### src/rtl/cic_interp_ctrl.sv
// cic_interp_ctrl: sample FIFO and stream sequencer feeding a 2x CIC interpolator.
// It buffers upstream samples and waits for a prime level before streaming.
// It pops one sample per clock while running and counts underruns.
// When streaming stops, it drains the FIFO and then flushes the interpolator with zeros.
module cic_interp_ctrl #(
  parameter int unsigned FIFO_DEPTH = 4,
  parameter int unsigned PRIME_LVL  = 2,
  parameter int unsigned SETTLE     = 3
) (
  input  logic        clk_3p84MHz,
  input  logic        reset,
  input  logic        enable,
  input  logic [15:0] s_data,
  input  logic        s_valid,
  output logic        s_ready,
  output logic [15:0] cic_x,
  output logic        cic_run,
  output logic        underrun,
  output logic [7:0]  underrun_cnt,
  output logic [1:0]  state
);

  localparam int unsigned DW = 16;
  localparam int unsigned AW = (FIFO_DEPTH > 1) ? $clog2(FIFO_DEPTH) : 1;
  localparam int unsigned CW = AW + 1;
  localparam int unsigned SW = 4;
  localparam int unsigned UW = 8;

  localparam logic [1:0] ST_IDLE  = 2'd0;
  localparam logic [1:0] ST_PRIME = 2'd1;
  localparam logic [1:0] ST_RUN   = 2'd2;
  localparam logic [1:0] ST_DRAIN = 2'd3;

  localparam logic [CW-1:0] DEPTH_C      = CW'(FIFO_DEPTH);
  localparam logic [CW-1:0] PRIME_C      = CW'(PRIME_LVL);
  localparam logic [SW-1:0] SETTLE_C     = SW'(SETTLE);
  localparam logic [SW-1:0] SETTLE_LAST  = SW'(SETTLE - 1);
  localparam logic [UW-1:0] UCNT_MAX     = {UW{1'b1}};

  logic [1:0]    r_state;
  logic [DW-1:0] r_mem [FIFO_DEPTH];
  logic [AW-1:0] r_wr_ptr;
  logic [AW-1:0] r_rd_ptr;
  logic [CW-1:0] r_count;
  logic [SW-1:0] r_settle;
  logic [SW-1:0] r_flush;
  logic [DW-1:0] r_cic_x;
  logic          r_cic_run;
  logic          r_underrun;
  logic [UW-1:0] r_underrun_cnt;

  logic [1:0]    w_state_nxt;
  logic          w_ready;
  logic          w_push;
  logic          w_pop;
  logic          w_clear;
  logic [CW-1:0] w_count_plus;
  logic [SW-1:0] w_settle_nxt;
  logic [SW-1:0] w_flush_nxt;
  logic [DW-1:0] w_cic_x_nxt;
  logic          w_cic_run_nxt;
  logic          w_underrun_nxt;
  logic          w_ucnt_inc;

  // Upstream handshake: accept only while priming or running with room, never in reset.
  assign w_ready      = reset && ((r_state == ST_PRIME) || (r_state == ST_RUN)) && (r_count < DEPTH_C);
  assign w_push       = s_valid && w_ready;
  assign w_count_plus = r_count + CW'(w_push);

  assign s_ready      = w_ready;
  assign cic_x        = r_cic_x;
  assign cic_run      = r_cic_run;
  assign underrun     = r_underrun;
  assign underrun_cnt = r_underrun_cnt;
  assign state        = r_state;

  // State register.
  always_ff @(posedge clk_3p84MHz) begin
    if (!reset) begin
      r_state <= ST_IDLE;
    end else begin
      r_state <= w_state_nxt;
    end
  end

  // Next state, pop control and next values of the registered outputs.
  always_comb begin
    w_state_nxt    = r_state;
    w_pop          = 1'b0;
    w_clear        = 1'b0;
    w_settle_nxt   = r_settle;
    w_flush_nxt    = r_flush;
    w_cic_x_nxt    = '0;
    w_underrun_nxt = 1'b0;
    w_ucnt_inc     = 1'b0;

    case (r_state)
      ST_IDLE: begin
        w_clear      = 1'b1;
        w_settle_nxt = '0;
        w_flush_nxt  = '0;
        if (enable) begin
          w_state_nxt = ST_PRIME;
        end
      end

      ST_PRIME: begin
        w_settle_nxt = '0;
        w_flush_nxt  = '0;
        if (!enable) begin
          w_clear     = 1'b1;
          w_state_nxt = ST_IDLE;
        end else if (w_count_plus >= PRIME_C) begin
          w_state_nxt = ST_RUN;
        end
      end

      ST_RUN: begin
        if (r_count != '0) begin
          w_pop       = 1'b1;
          w_cic_x_nxt = r_mem[r_rd_ptr];
        end else begin
          w_underrun_nxt = 1'b1;
          w_ucnt_inc     = 1'b1;
        end
        if (r_settle < SETTLE_C) begin
          w_settle_nxt = r_settle + SW'(1);
        end
        w_flush_nxt = '0;
        if (!enable) begin
          w_state_nxt = ST_DRAIN;
        end
      end

      ST_DRAIN: begin
        // Empty out queued samples first, then push SETTLE zeros through the interpolator.
        if (r_count != '0) begin
          w_pop       = 1'b1;
          w_cic_x_nxt = r_mem[r_rd_ptr];
        end else if (r_flush == SETTLE_LAST) begin
          w_flush_nxt = '0;
          w_state_nxt = ST_IDLE;
        end else begin
          w_flush_nxt = r_flush + SW'(1);
        end
      end

      default: begin
        w_clear     = 1'b1;
        w_state_nxt = ST_IDLE;
      end
    endcase

    w_cic_run_nxt = ((w_state_nxt == ST_RUN) && (w_settle_nxt == SETTLE_C)) ||
                    (w_state_nxt == ST_DRAIN);
  end

  // FIFO storage; pointers and count guard every read, so the array needs no reset.
  always_ff @(posedge clk_3p84MHz) begin
    if (w_push) begin
      r_mem[r_wr_ptr] <= s_data;
    end
  end

  // FIFO pointers and occupancy.
  always_ff @(posedge clk_3p84MHz) begin
    if (!reset) begin
      r_wr_ptr <= '0;
      r_rd_ptr <= '0;
      r_count  <= '0;
    end else if (w_clear) begin
      r_wr_ptr <= '0;
      r_rd_ptr <= '0;
      r_count  <= '0;
    end else begin
      if (w_push) begin
        r_wr_ptr <= r_wr_ptr + AW'(1);
      end
      if (w_pop) begin
        r_rd_ptr <= r_rd_ptr + AW'(1);
      end
      case ({w_push, w_pop})
        2'b10:   r_count <= r_count + CW'(1);
        2'b01:   r_count <= r_count - CW'(1);
        default: r_count <= r_count;
      endcase
    end
  end

  // Settle and flush counters.
  always_ff @(posedge clk_3p84MHz) begin
    if (!reset) begin
      r_settle <= '0;
      r_flush  <= '0;
    end else begin
      r_settle <= w_settle_nxt;
      r_flush  <= w_flush_nxt;
    end
  end

  // Registered interpolator-side outputs.
  always_ff @(posedge clk_3p84MHz) begin
    if (!reset) begin
      r_cic_x    <= '0;
      r_cic_run  <= 1'b0;
      r_underrun <= 1'b0;
    end else begin
      r_cic_x    <= w_cic_x_nxt;
      r_cic_run  <= w_cic_run_nxt;
      r_underrun <= w_underrun_nxt;
    end
  end

  // Saturating underrun counter, cleared only by reset.
  always_ff @(posedge clk_3p84MHz) begin
    if (!reset) begin
      r_underrun_cnt <= '0;
    end else if (w_ucnt_inc && (r_underrun_cnt != UCNT_MAX)) begin
      r_underrun_cnt <= r_underrun_cnt + UW'(1);
    end
  end

endmodule

### config.mk
export PLATFORM = sky130hd
export DESIGN_NAME = cic_interp_ctrl
export DESIGN_NICKNAME = d
export VERILOG_FILES = /design/src/rtl/cic_interp_ctrl.sv
export SDC_FILE = /design/constraint.sdc
export NUM_CORES = 1
export LEC_CHECK = 0
export CORE_MARGIN = 2
export CORE_UTILIZATION = 60
export CTS_BUF_LIST = sky130_fd_sc_hd__clkbuf_16
export CTS_CLUSTER_SIZE = 25
export DETAILED_ROUTE_END_ITERATION = 10
export PLACE_DENSITY = 0.85
export SYNTH_ARGS = -nofsm -noshare
export SYNTH_HDL_FRONTEND = slang
export SYNTH_SLANG_ARGS = --single-unit
### constraint.sdc
create_clock -name clk_3p84MHz -period 4.4 [get_ports clk_3p84MHz]
set_clock_uncertainty 0.2 [all_clocks]
set_input_delay 0.66 -clock clk_3p84MHz [delete_from_list [all_inputs] [get_ports clk_3p84MHz]]
set_output_delay 0.66 -clock clk_3p84MHz [all_outputs]
set_load 0.05 [all_outputs]
### Word-level counts from Yosys, hierarchy flattened

Memories as Yosys holds them, arrays and structs flattened. A register that Yosys moved wholly into a read port is not among the register bits.
Index checks and enable logic that the tools add are counted.

* word-level logic and storage cells: 70
* memories: 1
* bits in registers: 27
* input port bits: 20
* output and inout bits: 29
* bits in writable memories: 64

* reduce and logical (&&, ||, !) cells: 16
* equality and inequality tests: 11
* add/subtract/negate cells: 8
* multiplexer cells: 21
* order comparisons: 3
* bitwise logic cells: 1

Memories
* r_mem: words 4, bits a word 16, rd ports 1, clocked after memory_dff 1, wr ports 1, line 41 `logic [DW-1:0] r_mem [FIFO_DEPTH];`

Operators with widths (number)
* case mux 4 bit (2 select lines): 2
* 2-to-1 mux 2 bit: 6
* 2-to-1 mux 4 bit: 3
* == test 2 bit, second input constant: 5
* adder 4 x 1 -> 4 bit, second input constant: 2
* adder 8 x 1 -> 8 bit, second input constant: 1
* == test 4 x 2 -> 1 bit, second input constant: 2
* != test 8 bit, second input constant: 1
* case mux 2 bit (4 select lines): 1
* 2-to-1 mux 1 bit: 7
* case mux 3 bit (2 select lines): 1
* OR reduction 2 bit: 3
* logical AND 1 bit: 5
* adder 2 x 1 -> 2 bit, second input constant: 2
* == test 2 x 1 -> 1 bit, second input constant: 2
* < comparator 4 x 2 -> 1 bit, second input constant: 1
* adder 3 x 1 -> 3 bit: 1
* adder 3 x 1 -> 3 bit, second input constant: 1
* greater-or-equal comparator 3 x 2 -> 1 bit, second input constant: 1
* < comparator 3 bit, second input constant: 1
* AND reduction 3 bit: 1
* nonzero test 3 bit: 1
* OR reduction 3 bit: 1
* subtractor 3 x 1 -> 3 bit, second input constant: 1
* other kinds (7): 8

### Longest topological paths before layout

* depth in word-level cells: 13
* gate-level depth with buffers: 11
* gate-level depth less buffers: 10

### Worst setup path before layout

No wires, ideal clock.

* path type: reg2reg
* start point: register r_state[1] (netlist: state[1])
* end point: register r_count[2]
* setup slack: 1270 ps
* path buffers: 2
* period minus slack after synthesis: 3130 ps
* required time: 4127 ps
* setup time: 73 ps
* data arrival time: 2856 ps
* cell stages (with the launch flop): 11
* path through: dfxtp_1 ha_1 o32a_1 clkbuf_1 clkbuf_1 ha_1 inv_1 fa_1 xor2_1 or3_1 a21oi_1

* elaborated cells between the ends (all ways): 16
* those cells by class: 5 x eq/ne; 3 x mux; 8 x reduce/logical

RTL lines
* start, declared: line 40 `logic [1:0] r_state;`
* start signal, assigned: line 82 `r_state <= w_state_nxt;`
* == test 2 bit: line 97 `case (r_state)`
* OR reduction 2 bit (no source line) *
* 2-to-1 mux 1 bit *
* net w_pop: line 55 `logic w_pop;`
* == test 2 x 1 -> 1 bit or == test 2 bit (tied branches): line 182 `case ({w_push, w_pop})`
* case mux 3 bit (2 select lines) or nonzero test 2 bit (tied branches)
* end signal, assigned: line 183 `2'b10: r_count <= r_count + CW'(1);`
* end signal, assigned: line 184 `2'b01: r_count <= r_count - CW'(1);`
* end signal, assigned: line 185 `default: r_count <= r_count;`
* end, declared: line 44 `logic [CW-1:0] r_count;`

The timed path passes the listed nets; every way through them passes the cells marked *.
A chain may end at the register's enable or synchronous reset.

### Worst setup path after layout

* start point: register r_state[1] (netlist: state[1])
* end point: register r_count[2]

* longest elaborated chain between the ends: 7
* elaborated cells between the ends (all ways): 16
* those cells by class: 5 x eq/ne; 3 x mux; 8 x reduce/logical

RTL lines
* == test 2 x 1 -> 1 bit or == test 2 bit (tied branches): line 66, 97
* logical OR 1 bit: line 66 `assign w_ready = reset && ((r_state == ST_PRIME) || (r_state == ST_RUN)) && (r_count < DEPTH_C);`
* logical AND 1 bit (2 in series): line 66
* logical AND 1 bit: line 67 `assign w_push = s_valid && w_ready;`
* == test 2 x 1 -> 1 bit or == test 2 bit (tied branches): line 182
* case mux 3 bit (2 select lines) or nonzero test 2 bit (tied branches)

Parallel ways exist; a longest one is shown, timed or not.

==> metrics.cfg <==
[status]
status=completed

[floorplanning]
die_w_um=88.42
rows=30
start_util_pct=62.58
ioPinCount=49
dieArea_um2=7817
core_area_um2=6832
chipHeight_um=88.42

[setup_path]
cp.required_ps=4470
setup.worst_path.start_class=flip-flop
r2r-start=state[1]
worstPathMaxFanout=19
crit_start=state[1]
worst-setup-path-type=reg -> reg
arrival_ps=3140
cp-end-kind=flip-flop

[pwr]
worst_ir_drop_vdd_mv=0.2804
power_frac_clock_pct=33.6
p_seq_share_pct=51.3
power.internal_mw=1.624
p_leak_nw=1.770
p_sw_share_pct=26.26
cellPowerDensity_nw_per_um2=431.2
switchingPower_mw=0.5784
power_frac_comb_pct=15.1

[logic_synthesis]
netlist_top_cells_count=64 x edfxtp_1, 43 x dfxtp_1, 18 x and3_1
ys_types=47
synth_flop_cell=edfxtp_1
syn-num-nets=327
yosysMostFrequentCell=edfxtp_1
async_flop_share_pct=0
yosysSeqAreaShare_pct=65.09
yosysTopAreaCellShare_pct=44.95
yosysTopAreaCell=edfxtp_1
syn_area_um2=4275
synth_edf_count=64
avgSynthCellArea_um2=14.64
syn_inst=292
synth.area.top_cells=edfxtp_1 45%, dfxtp_1 20%, mux4_2 8.4%
yosysWarnings=0
synth_seq_cells=107

[drt]
ant_nets=0
drc=0
first_iter_violations=112
vias=2495
viasPerCell=5.658
firstDrtPassIters=4
drt-wirelength-per-cell_um=16.60
drt_wl_total_um=7321

[sta]
period_share_pct=69.88
tns_ps=0
worst_slew_pin_slew_ps=1085
fin_crit_ps=3075
finalHoldViolations=0
rsz0062_at_grt=false
slew_viol_final=0
slew_headroom_pct=27.58
setup_viol=0
fmax_mhz=325.2

[finish]
area_delta_synth_final_pct=19.49
antennaDiodeCount=0
nets=375
final_layout_size_suffix_gt1_share_pct=11.30
stdcell_area_um2=5109

[run]
drv_cap=0

[global_route]
grt_pass1_wl_um=11850
grt.total_usage_pct=20.66
antenna_found_initial=0
grt_pass1_vias=2476
grt_overflow_total=0
grt_max_degree=37

[clock_network]
path_clk_slew_ps=70
clock_sinks=107
post_cts_resized=0
post_cts_buffers=0
htree_levels=3
cts_tree=built
clk-insertion-delay-late_ps=340
cts_made_buffers=9
clockBufferDepth=2
root_buffer=clkbuf_16
hold_buffers=0

[placement]
place_hpwl_um=4819
place_congestion=0.8759
portBuffers=48
place_area_um2=4832

[hold_path]
hp-start=underrun_cnt[7]
hold_path_class=reg -> reg

cells in the final DEF (no fill, tap or decap), types with 3 or more instances in the layout:
cell type / Yosys / layout
xnor2_1: 6 / 6
dfxtp_1: 43 / 43
o21ai_0: 5 / 5
nor2_1: 15 / 15
clkdlybuf4s50_1: 0 / 48
edfxtp_1: 64 / 64
xor2_1: 5 / 5
clkbuf_16: 0 / 9
a21oi_1: 7 / 7
and3_1: 18 / 18
o211ai_1: 4 / 4
nand4_1: 3 / 3
nor3_1: 6 / 6
mux2i_1: 4 / 4
nand2b_1: 3 / 3
nand2_1: 11 / 11
and2_1: 11 / 11
mux4_2: 16 / 16
ha_1: 14 / 14
inv_1: 13 / 14
cell type report:
cell class | instances | area (um2)
fill | 441 | 1723
timing repair buffer | 50 | 495.5
inverter | 13 | 48.80
tap | 96 | 120.1
sequential | 107 | 2783
clock inverter | 7 | 51.30
multi-input combinational | 159 | 1385
clock buffer | 9 | 225.2
logic make-up after synthesis:
| group | Yosys count | share of synthesized area, % |
|---|---|---|
| xor gates and xnor gates | 11 | 2.253 |
| AOI/OAI and AO/OA | 30 | 4.917 |
| buffers and inverters | 26 | 2.517 |
| and+or+nand+nor | 83 | 11.30 |
| adders and majority gates | 15 | 4.565 |
| muxes | 20 | 9.365 |
| DFF | 107 | 65.09 |
flip-flops by register name, summed over array words and instances (netlist names):
register      count
r_rd_ptr          2
underrun          1
cic_x            16
r_mem            64
r_wr_ptr          2
r_flush           4
underrun_cnt      8
r_count           3
state             2
r_settle          4
cic_run           1
worst max-delay path: stages (launching register included):
cell and delay [ps]:
dfxtp_1 460, ha_1 370, o32a_1 620, ha_1 310, inv_1 60, fa_1 380
xor2_1 160, or3_1 310, a21oi_1 130
final timing paths:
path / to / slack (ps) / cells past startpoint
setup / recovery: r_count[2] / 1330 / 8
hold / removal: underrun_cnt[7] / 320 / 2
setup reg to reg: r_count[2] / 1330 / 8
hold reg to reg: underrun_cnt[7] / 320 / 2
power by group through the flow:
| stage | Sequential, mW | Clock, mW | Combinational (mW) |
|---|---|---|---|
| floorplan | 1.20 | 0 | 0.179 |
| global placement | 1.15 | 0 | 0.325 |
| detailed placement | 1.15 | 0 | 0.333 |
| CTS | 1.13 | 0.753 | 0.334 |
| global route | 1.13 | 0.786 | 0.364 |
| finish | 1.13 | 0.740 | 0.332 |
routing by layer:
layer	routed length, um	track usage (%)	vias to the layer above
li1	-	-	1184
met4	125	6.336	0
met1	2920	24.81	1239
met3	293	5.877	10
met2	3981	36.36	62
met5	0	0	-
metrics by stage:
| step | worst slack [ps] | instances | power (mW) | hold WS [ps] | util (%) |
|---|---|---|---|---|---|
| final | 1325 | 441 | 2.203 | 317.8 | 74.78 |
| after CTS | 1311 | 441 | 2.216 | 317.5 | 74.78 |
| after global routing | 1137 | 441 | 2.284 | 350.0 | 74.78 |
| after floorplan | 1270 | 292 | 1.378 | 283.3 | - |
| after detailed placement | 1114 | 425 | 1.486 | 298.8 | 70.73 |
| after global placement | 1207 | 425 | 1.475 | 289.8 | 70.73 |
No activity file was read; power rests on OpenSTA's default activity.
